===== config.mk =====
export PLATFORM = sky130hd
export DESIGN_NAME = ps2_host_tx_flat
export DESIGN_NICKNAME = d
export VERILOG_FILES = /design/src/rtl/ps2_host_tx_if.sv /design/src/rtl/ps2_host_tx.sv /design/src/flat_wrapper.sv
export SDC_FILE = /design/constraint.sdc
export NUM_CORES = 1
export LEC_CHECK = 0
export CAP_MARGIN = 10
export CORE_MARGIN = 5
export CORE_UTILIZATION = 40
export CTS_BUF_LIST = sky130_fd_sc_hd__clkbuf_4
export DETAILED_ROUTE_END_ITERATION = 8
export MAX_ROUTING_LAYER = met4
export SYNTH_ARGS = -nofsm -noshare
export SYNTH_HDL_FRONTEND = slang
export SYNTH_SLANG_ARGS = --single-unit

===== constraint.sdc =====
create_clock -name clk -period 2.1 [get_ports clk]
set_input_delay 0.42 -clock clk [delete_from_list [all_inputs] [get_ports clk]]
set_output_delay 0.42 -clock clk [all_outputs]
set_load 0.05 [all_outputs]

===== src/rtl/ps2_host_tx_if.sv =====
// Host-side command bus and PS/2 line hooks for the host-to-device transmitter.
// The transmitter only drives open-drain pull-down enables; the tristate lives elsewhere.
interface ps2_host_tx_if;
    logic       ps2_clk_in;
    logic       ps2_data_in;
    logic [7:0] tx_data;
    logic       tx_start;
    logic       ps2_clk_oe;
    logic       ps2_data_oe;
    logic       busy;
    logic       done;
    logic       err;

    modport master (
        output tx_data, tx_start, ps2_clk_in, ps2_data_in,
        input  ps2_clk_oe, ps2_data_oe, busy, done, err
    );

    modport slave (
        input  tx_data, tx_start, ps2_clk_in, ps2_data_in,
        output ps2_clk_oe, ps2_data_oe, busy, done, err
    );
endinterface


===== src/rtl/ps2_host_tx.sv =====
// PS/2 host-to-device transmitter: inhibits the bus, requests to send, then shifts
// one command byte (odd parity, stop) out on device clock falls and checks the ACK.
module ps2_host_tx #(
    parameter int unsigned INHIBIT_CYCLES = 12000,
    parameter int unsigned TIMEOUT_CYCLES = 1500000
) (
    input  logic         clk,
    input  logic         rst,
    ps2_host_tx_if.slave bus
);

    localparam int unsigned CNT_MAX = (INHIBIT_CYCLES > TIMEOUT_CYCLES) ? INHIBIT_CYCLES
                                                                        : TIMEOUT_CYCLES;
    localparam int unsigned CW = $clog2(CNT_MAX + 1);
    localparam logic [CW-1:0] INH_LAST = CW'(INHIBIT_CYCLES - 1);
    localparam logic [CW-1:0] TO_LAST  = CW'(TIMEOUT_CYCLES - 1);

    typedef enum logic [2:0] {
        S_IDLE,
        S_INHIBIT,
        S_START,
        S_REQ,
        S_ACK,
        S_WAIT_IDLE,
        S_ERR
    } state_t;

    state_t        state_q, state_d;
    logic [CW-1:0] cnt_q, cnt_d;
    logic [9:0]    shift_q, shift_d;
    logic [3:0]    bitcnt_q, bitcnt_d;
    logic          data_oe_q, data_oe_d;
    logic          busy_q, busy_d;
    logic          done_q, done_d;
    logic          err_q, err_d;

    logic clk_s1_q, clk_s2_q, clk_prev_q;
    logic data_s1_q, data_s2_q;
    logic fall;
    logic timeout;

    // Synchronizers idle high so a reset never fabricates a falling edge.
    always_ff @(posedge clk or posedge rst) begin
        if (rst) begin
            clk_s1_q   <= 1'b1;
            clk_s2_q   <= 1'b1;
            clk_prev_q <= 1'b1;
            data_s1_q  <= 1'b1;
            data_s2_q  <= 1'b1;
        end else begin
            clk_s1_q   <= bus.ps2_clk_in;
            clk_s2_q   <= clk_s1_q;
            clk_prev_q <= clk_s2_q;
            data_s1_q  <= bus.ps2_data_in;
            data_s2_q  <= data_s1_q;
        end
    end

    assign fall    = clk_prev_q & ~clk_s2_q;
    assign timeout = ~fall & (cnt_q == TO_LAST);

    always_ff @(posedge clk or posedge rst) begin
        if (rst) begin
            state_q   <= S_IDLE;
            cnt_q     <= '0;
            shift_q   <= '1;
            bitcnt_q  <= '0;
            data_oe_q <= 1'b0;
            busy_q    <= 1'b0;
            done_q    <= 1'b0;
            err_q     <= 1'b0;
        end else begin
            state_q   <= state_d;
            cnt_q     <= cnt_d;
            shift_q   <= shift_d;
            bitcnt_q  <= bitcnt_d;
            data_oe_q <= data_oe_d;
            busy_q    <= busy_d;
            done_q    <= done_d;
            err_q     <= err_d;
        end
    end

    always_comb begin
        state_d   = state_q;
        cnt_d     = cnt_q;
        shift_d   = shift_q;
        bitcnt_d  = bitcnt_q;
        data_oe_d = data_oe_q;
        busy_d    = busy_q;
        done_d    = 1'b0;
        err_d     = 1'b0;

        unique case (state_q)
            S_IDLE: begin
                data_oe_d = 1'b0;
                if (bus.tx_start) begin
                    state_d  = S_INHIBIT;
                    cnt_d    = '0;
                    shift_d  = {1'b1, ~^bus.tx_data, bus.tx_data};
                    bitcnt_d = '0;
                    busy_d   = 1'b1;
                end
            end

            S_INHIBIT: begin
                if (cnt_q == INH_LAST) begin
                    state_d   = S_START;
                    data_oe_d = 1'b1;
                end else begin
                    cnt_d = cnt_q + 1'b1;
                end
            end

            S_START: begin
                state_d = S_REQ;
                cnt_d   = '0;
            end

            S_REQ, S_ACK, S_WAIT_IDLE: begin
                cnt_d = fall ? '0 : cnt_q + 1'b1;
                // A missing device edge wins over any progress made in the same cycle.
                if (timeout) begin
                    state_d   = S_ERR;
                    data_oe_d = 1'b0;
                    busy_d    = 1'b0;
                    err_d     = 1'b1;
                end else if (state_q == S_REQ) begin
                    if (fall) begin
                        data_oe_d = ~shift_q[0];
                        shift_d   = {1'b0, shift_q[9:1]};
                        bitcnt_d  = bitcnt_q + 4'd1;
                        if (bitcnt_q == 4'd9) begin
                            state_d = S_ACK;
                        end
                    end
                end else if (state_q == S_ACK) begin
                    if (fall) begin
                        data_oe_d = 1'b0;
                        if (data_s2_q) begin
                            state_d = S_ERR;
                            busy_d  = 1'b0;
                            err_d   = 1'b1;
                        end else begin
                            state_d = S_WAIT_IDLE;
                        end
                    end
                end else begin
                    if (clk_s2_q && data_s2_q) begin
                        state_d = S_IDLE;
                        busy_d  = 1'b0;
                        done_d  = 1'b1;
                    end
                end
            end

            S_ERR: begin
                state_d   = S_IDLE;
                data_oe_d = 1'b0;
                busy_d    = 1'b0;
            end

            default: begin
                state_d   = S_IDLE;
                data_oe_d = 1'b0;
                busy_d    = 1'b0;
            end
        endcase
    end

    assign bus.ps2_clk_oe  = (state_q == S_INHIBIT) || (state_q == S_START);
    assign bus.ps2_data_oe = data_oe_q;
    assign bus.busy        = busy_q;
    assign bus.done        = done_q;
    assign bus.err         = err_q;

endmodule


===== src/flat_wrapper.sv =====
// flat-port wrapper written by rule: the top's interface ports become plain ports
module ps2_host_tx_flat 
#(
    parameter int unsigned INHIBIT_CYCLES = 12000,
    parameter int unsigned TIMEOUT_CYCLES = 1500000
)
  (clk, rst, bus_tx_data, bus_tx_start, bus_ps2_clk_in, bus_ps2_data_in, bus_ps2_clk_oe, bus_ps2_data_oe, bus_busy, bus_done, bus_err);
  ps2_host_tx_if bus_i ();
  input  logic clk;
  input  logic rst;
  input wire logic [$bits(bus_i.tx_data)-1:0] bus_tx_data;
  input wire logic [$bits(bus_i.tx_start)-1:0] bus_tx_start;
  input wire logic [$bits(bus_i.ps2_clk_in)-1:0] bus_ps2_clk_in;
  input wire logic [$bits(bus_i.ps2_data_in)-1:0] bus_ps2_data_in;
  output wire logic [$bits(bus_i.ps2_clk_oe)-1:0] bus_ps2_clk_oe;
  output wire logic [$bits(bus_i.ps2_data_oe)-1:0] bus_ps2_data_oe;
  output wire logic [$bits(bus_i.busy)-1:0] bus_busy;
  output wire logic [$bits(bus_i.done)-1:0] bus_done;
  output wire logic [$bits(bus_i.err)-1:0] bus_err;
  assign bus_i.tx_data = bus_tx_data;
  assign bus_i.tx_start = bus_tx_start;
  assign bus_i.ps2_clk_in = bus_ps2_clk_in;
  assign bus_i.ps2_data_in = bus_ps2_data_in;
  assign bus_ps2_clk_oe = bus_i.ps2_clk_oe;
  assign bus_ps2_data_oe = bus_i.ps2_data_oe;
  assign bus_busy = bus_i.busy;
  assign bus_done = bus_i.done;
  assign bus_err = bus_i.err;
  ps2_host_tx #(.INHIBIT_CYCLES(INHIBIT_CYCLES), .TIMEOUT_CYCLES(TIMEOUT_CYCLES)) u_core (.clk(clk), .rst(rst), .bus(bus_i));
endmodule

==> results of run 1 <==
## cells in the final DEF (no fill, tap or decap), drive strengths merged, types with 5 or more instances in the layout
| cell | n |
|---|---|
| clkbuf | 6 |
| buf | 59 |
| dfrtp | 32 |
| clkdlybuf4s50 | 16 |
| nand3 | 10 |
| a21o | 5 |
| nor2 | 28 |
| xnor2 | 20 |
| nand2 | 25 |
| xor2 | 5 |
| o21ai | 23 |
| nor3 | 14 |
| a21oi | 11 |
| dfstp | 15 |
| mux2i | 8 |
| inv | 9 |
| and3 | 5 |
| nor4 | 5 |
## worst max-delay path by stage
stage	to	slack, ns	cells after the start
4_1_cts	u_core.bus.ps2_data_oe	-0.03	7
6_report	u_core.bus.ps2_data_oe	-0.03	7
3_3_place_gp	u_core.cnt_q[20]	-0.31	8
2_1_floorplan	u_core.bus.ps2_data_oe	0.0008	6
3_5_place_dp	u_core.cnt_q[20]	-0.35	8
5_1_grt	u_core.bus.ps2_data_oe	-0.13	7
## flip-flops by register name, indices dropped and copies added (netlist names)
signal	flops
u_core.cnt_q	21
u_core.shift_q	10
u_core.bitcnt_q	4
u_core.state_q	3
u_core.bus.busy	1
u_core.bus.done	1
u_core.bus.err	1
u_core.bus.ps2_data_oe	1
u_core.clk_prev_q	1
u_core.clk_s1_q	1
u_core.clk_s2_q	1
u_core.data_s1_q	1
u_core.data_s2_q	1
## per-stage QoR
stage	std cells	setup slack (ns)	hold slack (ns)
floorplan	282	0.000764	0.345
global placement	414	-0.311	0.346
detailed placement	414	-0.349	0.349
CTS	427	-0.0336	0.366
global route	433	-0.129	0.374
finish	433	-0.0266	0.367
## power groups by stage
stage / Sequential (mW) / Combinational [mW] / Clock [mW]
finish: 1.30 / 2.04 / 0.566
global route: 1.33 / 2.24 / 0.628
CTS: 1.29 / 1.87 / 0.593
detailed placement: 1.31 / 1.82 / 0
global placement: 1.30 / 1.80 / 0
floorplan: 1.32 / 1.16 / 0
## layout make-up
type | instances | area share [%]
multi-input combinational | 214 | 42.0
sequential | 47 | 32.9
timing repair buffer | 76 | 19.1
tap | 80 | 2.75
clock inverter | 3 | 1.31
clock buffer | 5 | 1.03
inverter | 8 | 0.825
## kinds of logic (layout without fill, tap and decap cells)
kind of cell               Yosys count  in the layout  synth area share (%)
and+or+nand+nor                    117            117                  25.2
buffers and inverters               21             92                  3.24
AOI/OAI and AO/OA                   57             57                  13.3
xor gates and xnor gates            25             25                  8.09
DFF                                 47             47                  44.2
muxes                               12             12                  4.62
adders and majority gates            3              3                  1.39
## per-layer routing
layer	track usage, %	up-vias	wire (um)
li1	-	1149	-
met1	21.9	1094	2970
met2	23.8	61	2800
met3	2.63	9	356
met4	5.20	0	106
met5	-	-	0
## repair_timing
action	CTS	global route
endpoints found under the setup margin	7	18
endpoints found under the hold margin	0	0
setup buffers	5	5
pin swaps	9	10
resized for setup	7	18
gates cloned	0	1
## worst min-delay path: stages
cell and delay [ns]:
clkdlybuf4s50_1 0.41, inv_2 0.07, buf_12 0.25
==> run metrics, run 1 <==
status=complete, but fails checks; violated checks=negative setup slack; antenna diode count=0; fill count=609; IR drop worst, VDD=0.473 mV; CTS HTree Levels=2; worst setup slack for register-to-register paths=-0.03 ns; syn nets=298; post-placement cell area=0.00332 sq mm; number of antenna violations at the first check in global routing=0; Async S/R FF share, synth=100%; number of synthesized register bits=47; total routed wirelength=6230 um; number of nets in the finished design=368; fraction of the yosys area taken by sequential cells=44.2%; count of mapped cells out of synthesis=282; TritonCTS clock tree=done; cell family with most CP delay=simple AND/OR/NAND/NOR gates; post-synthesis average cell area=9.60 sq um; number of endpoints failing setup at the final stage=2; detail-routed via count per cell=5.34; die span in y=92.3 um; global-route wire length before repair=10,500 um; total via count in the routed design=2,313; setup tns final=-0.0413 ns; Net Switching=1.51 mW; total DRC errors in the routed layout=0; quantity of I/O buffers inserted on ports=17; starting density of the core=40.5%; biggest area contributors in the synthesized netlist=dfrtp_1 30%, dfstp_2 15%, xnor2_1 6.5%, o21ai_0 4.3%, nor2_1 3.9%; footprint of the multi-input gates=0.00153 sq mm; internal portion of total power=2.39 mW; aggregate global-route resource usage=15.9%; buffer cell driving the clock tree root=clkbuf_4; clock transition time at the flip-flop clock pins of the worst setup and hold paths=0.15 ns; CP startpoint=u_core.cnt_q[10]; later-pin clock latency in the skew report=0.38 ns; number of buffers inserted for hold repair after clock tree synthesis=0; type of origin of the critical path=register; Sequential Area=0.00120 sq mm; cell area after synthesis=0.00271 sq mm; worst setup path category=reg2reg; most frequent cells after synthesis=32 x dfrtp_1, 28 x nor2_1, 25 x nand2_1, 23 x o21ai_0, 20 x xnor2_1; depth of the worst register-to-register path=7; top-count cell post-synth=dfrtp_1; sink count of the clock tree=47; critical path's slowest cell=or4_4; area share of the largest cell type after synthesis=29.6%; switching part of the total=38.7%; flip-flop cell with the highest count after synthesis=dfrtp_1; utilization of the core after routing=54.5%; largest fanout of any net on the critical path=4; count of flip-flops with a built-in enable after synthesis=0; sequence of cells on the critical path=buf_6, nand4b_1, or4_4, nor3_4, o21ai_1, a31oi_1, mux2_2; number of top-level pins=18; upper clock frequency limit=470 MHz; Max-cap violations=0; launch point of the worst reg-to-reg path=u_core.cnt_q[10]; worst relative slew slack=66.7%; largest net degree at the start of global routing=48; unrepaired setup endpoints after global routing=yes; Die Width=92.3 um; count of cell types in the netlist=54; DP Wirelength=4410 um; worst-case setup margin in the final layout=-0.0266 ns; share of total power in sequential cells=33.2%; number of slew-limit violations in the final report=0; DRT iter0 DRCs=239; vias in the first global route=2,243; Pre-Repair DR Iteration Count=4; number of hold violations in the final report=0; Req. time, crit path=2.37 ns; wire per inst=14.4 um; number of buffers added by the clock tree synthesis step=5; warnings from Yosys=0; number of rows in the core area=30; kind of capture point of the worst setup path=register; static leakage=1.56 nW; area of the die=0.00851 sq mm; worst reg2reg path endpoint=u_core.bus.ps2_data_oe; number of nets with antenna violations after detailed routing=0; top cell type by total area after synthesis=dfrtp_1; routability-driven placement congestion ratio=0.818; remaining global-route overflow=0; maximum number of buffers from clock root to sink=2; data arrival time of the critical path=2.40 ns; share of power burned in combinational logic=52.3%; share of final-layout standard cells stronger than drive strength 1=32.6%; measured slew at the worst slew-check pin=0.498 ns; Final Critical Period=2.13 ns; final design area excluding fillers=0.00364 sq mm; CORE AREA=0.00668 sq mm; Total Power=3.91 mW; sum of buffers and inverters on the critical path=1; worst clock skew=0.0114 ns; relative contribution of the clock network to total power=14.5%; Final period util=101%; power density over cell area=1070 mW/mm^2; P&R area growth vs syn=34.5%; type of the worst min-delay path=in2async; highest cell delay on the worst timing path=0.51 ns
No activity file was read; power rests on OpenSTA's default activity.
==> inputs of run 2 (changes only) <==
SKIP_LAST_GASP = 1   (was unset)
==> run 2 against run 1 <==
The run still ends with negative setup slack left. Combinational power decreased by 6%. Maximum frequency increased by 0.26%. Sequential share of layout area increased by 0.54 points. Die area unchanged. Worst hold slack about the same. Via count decreased by 0.56%. Total power decreased by 3.4%. Global-route usage about the same. First-iteration DRC count decreased by 5.9%. Flip-flop and latch count unchanged. Non-clock buffer count decreased by 2. Critical endpoint unchanged.
==> run metrics, run 2 (synthesis results as in run 1) <==
clock transition time at the flip-flop clock pins of the worst setup and hold paths=0.15 ns; unrepaired setup endpoints after global routing=yes; wire per inst=13.9 um; Die Width=92.3 um; share of final-layout standard cells stronger than drive strength 1=31.6%; sum of buffers and inverters on the critical path=1; worst-case setup margin in the final layout=-0.0211 ns; quantity of I/O buffers inserted on ports=17; buffer cell driving the clock tree root=clkbuf_4; area of the die=0.00851 sq mm; number of nets in the finished design=366; remaining global-route overflow=0; internal portion of total power=2.31 mW; highest cell delay on the worst timing path=0.51 ns; most frequent cells in the layout=51 x buf_4, 32 x dfrtp_1, 27 x nor2_1, 24 x nand2_1; switching part of the total=38.9%; final design area excluding fillers=0.00357 sq mm; die span in y=92.3 um; fill count=620; static leakage=1.54 nW; vias in the first global route=2,241; worst relative slew slack=66.7%; number of hold violations in the final report=0; sequence of cells on the critical path=buf_6, nand4b_1, or4_4, nor3_4, o21ai_1, a31oi_1, mux2_2; status=complete, but fails checks; Total Power=3.77 mW; power density over cell area=1060 mW/mm^2; Largest register FFs=21; critical path's slowest cell=or4_4; CTS HTree Levels=2; total via count in the routed design=2,300; Final period util=101%; CORE AREA=0.00668 sq mm; global-route wire length before repair=10,600 um; worst setup path category=reg2reg; Sequential Area=0.00119 sq mm; number of rows in the core area=30; measured slew at the worst slew-check pin=0.498 ns; TritonCTS clock tree=done; total DRC errors in the routed layout=0; routability-driven placement congestion ratio=0.818; cell family with most CP delay=simple AND/OR/NAND/NOR gates; number of top-level pins=18; sink count of the clock tree=47; Req. time, crit path=2.37 ns; later-pin clock latency in the skew report=0.38 ns; maximum number of buffers from clock root to sink=2; hold_ws=0.367 ns; Net Switching=1.47 mW; antenna diode count=0; DRT iter0 DRCs=225; post-placement worst setup slack=-0.349 ns; register ranked first by flip-flop count=u_core.cnt_q; DP Wirelength=4410 um; largest fanout of any net on the critical path=4; largest net degree at the start of global routing=48; type of the worst min-delay path=in2async; share of power burned in combinational logic=50.8%; footprint of the multi-input gates=0.00152 sq mm; leading registers by flop count=u_core.cnt_q (21), u_core.shift_q (10), u_core.bitcnt_q (4); kind of capture point of the worst setup path=register; P&R area growth vs syn=32.0%; post-placement cell area=0.00332 sq mm; worst clock skew=0.0149 ns; starting density of the core=40.5%; detail-routed via count per cell=5.34; most common library cell in the layout ignoring fill and taps=buf_4; relative contribution of the clock network to total power=15.1%; number of slew-limit violations in the final report=0; upper clock frequency limit=471 MHz; number of buffers added by the clock tree synthesis step=5; share of total power in sequential cells=34.1%; violated checks=negative setup slack; data arrival time of the critical path=2.39 ns; number of antenna violations at the first check in global routing=0; Final Critical Period=2.12 ns; number of endpoints failing setup at the final stage=1; total routed wirelength=5990 um; type of origin of the critical path=register; number of nets with antenna violations after detailed routing=0; aggregate global-route resource usage=15.9%; Max-cap violations=0; IR drop worst, VDD=0.470 mV; Pre-Repair DR Iteration Count=4
run 2: stage by stage:
step | util, % | setup TNS [ns] | instances
after CTS | 52.1 | -0.121 | 427
after global placement | 49.7 | -1.94 | 414
final | 53.5 | -0.0211 | 431
after floorplan | - | 0 | 282
after global routing | 53.5 | -0.644 | 431
after detailed placement | 49.7 | -2.53 | 414
run 2: power groups by stage:
stage / registers, mW / logic (mW) / clock network [mW]
after floorplan: 1.32 / 1.16 / 0
after global placement: 1.30 / 1.80 / 0
after detailed placement: 1.31 / 1.82 / 0
after CTS: 1.29 / 1.86 / 0.593
after global routing: 1.31 / 2.12 / 0.628
final: 1.29 / 1.92 / 0.569
run 2: what timing repair did:
action                     in CTS  in global routing
gates cloned                    0                  0
hold buffers                    0                  0
resized for setup               6                 15
setup endpoints to repair       7                 18
pin swaps                       6                  8
buffers inserted                5                  4
run 2: layer usage:
layer  vias to the layer above  global-route usage, %  routed length [um]
li1                       1141                      -                   -
met5                         -                      -                   0
met3                         7                   2.63                 257
met2                        48                   23.7                2700
met4                         0                   5.20                  87
met1                      1104                   22.0                2940
run 2: worst reg2reg max path, delay by kind of cell, from the launching register on:
kind                   cells  cell delay (ns)
muxes                      1             0.36
buffers and inverters      1             0.13
AOI/OAI and AO/OA          2             0.28
and+or+nand+nor            3             0.81
DFF                        1             0.43
run 2: final cells by class:
class | instances | area share (%)
multi-input combinational | 214 | 42.4
sequential | 47 | 33.4
timing repair buffer | 74 | 18.1
tap | 80 | 2.80
clock inverter | 3 | 1.33
clock buffer | 5 | 1.05
inverter | 8 | 0.840
run 2: worst paths after layout:
check	start	to	slack, ns	depth (start not counted)
hold / removal	rst	u_core.cnt_q[20]	0.37	3
setup reg to reg	u_core.cnt_q[10]	u_core.bus.ps2_data_oe	-0.02	7
max in group asynchronous	rst	u_core.shift_q[1]	1.45	3
hold reg to reg	u_core.clk_s1_q	u_core.clk_s2_q	0.37	0
setup / recovery	u_core.cnt_q[10]	u_core.bus.ps2_data_oe	-0.02	7
min in group clk	u_core.clk_s1_q	u_core.clk_s2_q	0.37	0
==> inputs of run 3 (changes only) <==
TNS_END_PERCENT = 50   (was unset)
==> run 3 against run 2 <==
The flow still finishes with violations (negative setup slack). Clock-buffer cell count is the same. Global-route usage is the same. Clock skew shrank 0.0023 ns. Largest power group unchanged. First-iteration DRC count shrank 13%. Sequential power is essentially flat. Worst hold slack is essentially flat. Clock power is essentially flat. Critical path depth is the same. Via count shrank 1.1%. Critical path type unchanged. Sequential share of layout area grew 0.44 points. Largest cell class unchanged.
==> run metrics, run 3 (synthesis results as in run 1) <==
P&R area growth vs syn=30.3%; Sequential Area=0.00119 sq mm; setup tns final=-0.0314 ns; routability-driven placement congestion ratio=0.818; footprint of the multi-input gates=0.00150 sq mm; Final period util=101%; post-placement cell area=0.00332 sq mm; vias in the first global route=2,241; maximum number of buffers from clock root to sink=2; detail-routed via count per cell=5.30; post-placement worst setup slack=-0.349 ns; Max-cap violations=0; measured slew at the worst slew-check pin=0.502 ns; number of endpoints failing setup at the final stage=2; type of origin of the critical path=register; number of top-level pins=18; worst setup path category=reg2reg; static leakage=1.52 nW; starting density of the core=40.5%; DRT iter0 DRCs=196; sink count of the clock tree=47; largest fanout of any net on the critical path=4; aggregate global-route resource usage=15.9%; number of slew-limit violations in the final report=0; share of final-layout standard cells stronger than drive strength 1=30.4%; number of hold violations in the final report=0; remaining global-route overflow=0; Min-Delay Startpoint=u_core.clk_s1_q; clock transition time at the flip-flop clock pins of the worst setup and hold paths=0.15 ns; area of the die=0.00851 sq mm; power density over cell area=1060 mW/mm^2; global-route wire length before repair=10,600 um; worst setup slack for register-to-register paths=-0.02 ns; Largest register FFs=21; number of buffers added by the clock tree synthesis step=5; status=complete, but fails checks; number of nets with antenna violations after detailed routing=0; number of antenna violations at the first check in global routing=0; launch point of the worst reg-to-reg path=u_core.cnt_q[10]; later-pin clock latency in the skew report=0.37 ns; number of nets in the finished design=364; total DRC errors in the routed layout=0; unrepaired setup endpoints after global routing=yes; wire per inst=14.0 um; IR drop worst, VDD=0.470 mV; worst clock skew=0.0125 ns; worst relative slew slack=66.3%; largest net degree at the start of global routing=48; final design area excluding fillers=0.00353 sq mm; leading registers by flop count=u_core.cnt_q (21), u_core.shift_q (10), u_core.bitcnt_q (4); antenna diode count=0; number of buffers inserted for hold repair after clock tree synthesis=0; quantity of I/O buffers inserted on ports=17; most common library cell in the layout ignoring fill and taps=buf_4; kind of capture point of the worst setup path=register; die span in y=92.3 um; worst-case setup margin in the final layout=-0.0245 ns; number of rows in the core area=30; Pre-Repair DR Iteration Count=4; data arrival time of the critical path=2.39 ns; register ranked first by flip-flop count=u_core.cnt_q; upper clock frequency limit=471 MHz; TritonCTS clock tree=done; most frequent cells in the layout=52 x buf_4, 32 x dfrtp_1, 27 x nor2_1, 24 x nand2_1; hold_ws=0.367 ns; Req. time, crit path=2.37 ns; type of the worst min-delay path=reg2reg; fill count=627; total routed wirelength=6000 um; DP Wirelength=4410 um; violated checks=negative setup slack; CP startpoint=u_core.cnt_q[10]; CORE AREA=0.00668 sq mm; CTS HTree Levels=2; total via count in the routed design=2,275; buffer cell driving the clock tree root=clkbuf_4; Die Width=92.3 um; Final Critical Period=2.12 ns
[run 3: cell types whose count changed in the layout (fill, tap and decap cells not counted), sizes merged]
| cell | delta |
|---|---|
| buf | -2 |
[run 3: critical path, stage by stage (launching register included)]
cell      delay, ns
dfrtp_1        0.44
buf_6          0.13
nand4b_1       0.16
or4_4          0.51
nor3_4         0.14
o21ai_1        0.08
a31oi_1        0.20
mux2_2         0.35
[run 3: repair_timing]
action | CTS | global route
setup endpoints to repair | 7 | 18
gates resized for setup | 6 | 8
setup buffers | 5 | 2
pin swaps | 6 | 7
[run 3: metal layers]
| layer | global-route usage (%) | up-vias | wire, um |
|---|---|---|---|
| met5 | - | - | 0 |
| met4 | 5.20 | 0 | 80 |
| met3 | 2.63 | 7 | 270 |
| met2 | 23.7 | 54 | 2710 |
| met1 | 22.0 | 1081 | 2940 |
| li1 | - | 1133 | - |
[run 3: path summary, 6_finish.rpt]
path | endpoint | depth (start not counted)
max in group asynchronous | u_core.shift_q[1] | 3
setup reg to reg | u_core.bus.ps2_data_oe | 7
hold reg to reg | u_core.clk_s2_q | 0
setup / recovery | u_core.bus.ps2_data_oe | 7
min in group asynchronous | u_core.cnt_q[20] | 3
hold / removal | u_core.clk_s2_q | 0
[run 3: cell type report]
cell class / instances / area share (%)
multi-input cells: 214 / 42.4
flip-flops and latches: 47 / 33.9
repair buffers: 72 / 17.6
well taps: 80 / 2.84
clock inverters: 3 / 1.35
clock buffers: 5 / 1.06
inverters: 8 / 0.851
[run 3: stage by stage]
stage	utilization, %	cells	power (mW)
global route	52.8	429	4.02
CTS	52.1	427	3.74
floorplan	-	282	2.47
finish	52.8	429	3.73
global placement	49.7	414	3.10
detailed placement	49.7	414	3.13
[run 3: report_power, final]
part	internal [mW]	switching, mW
logic	0.867	1.01
clock network	0.257	0.310
registers	1.16	0.130
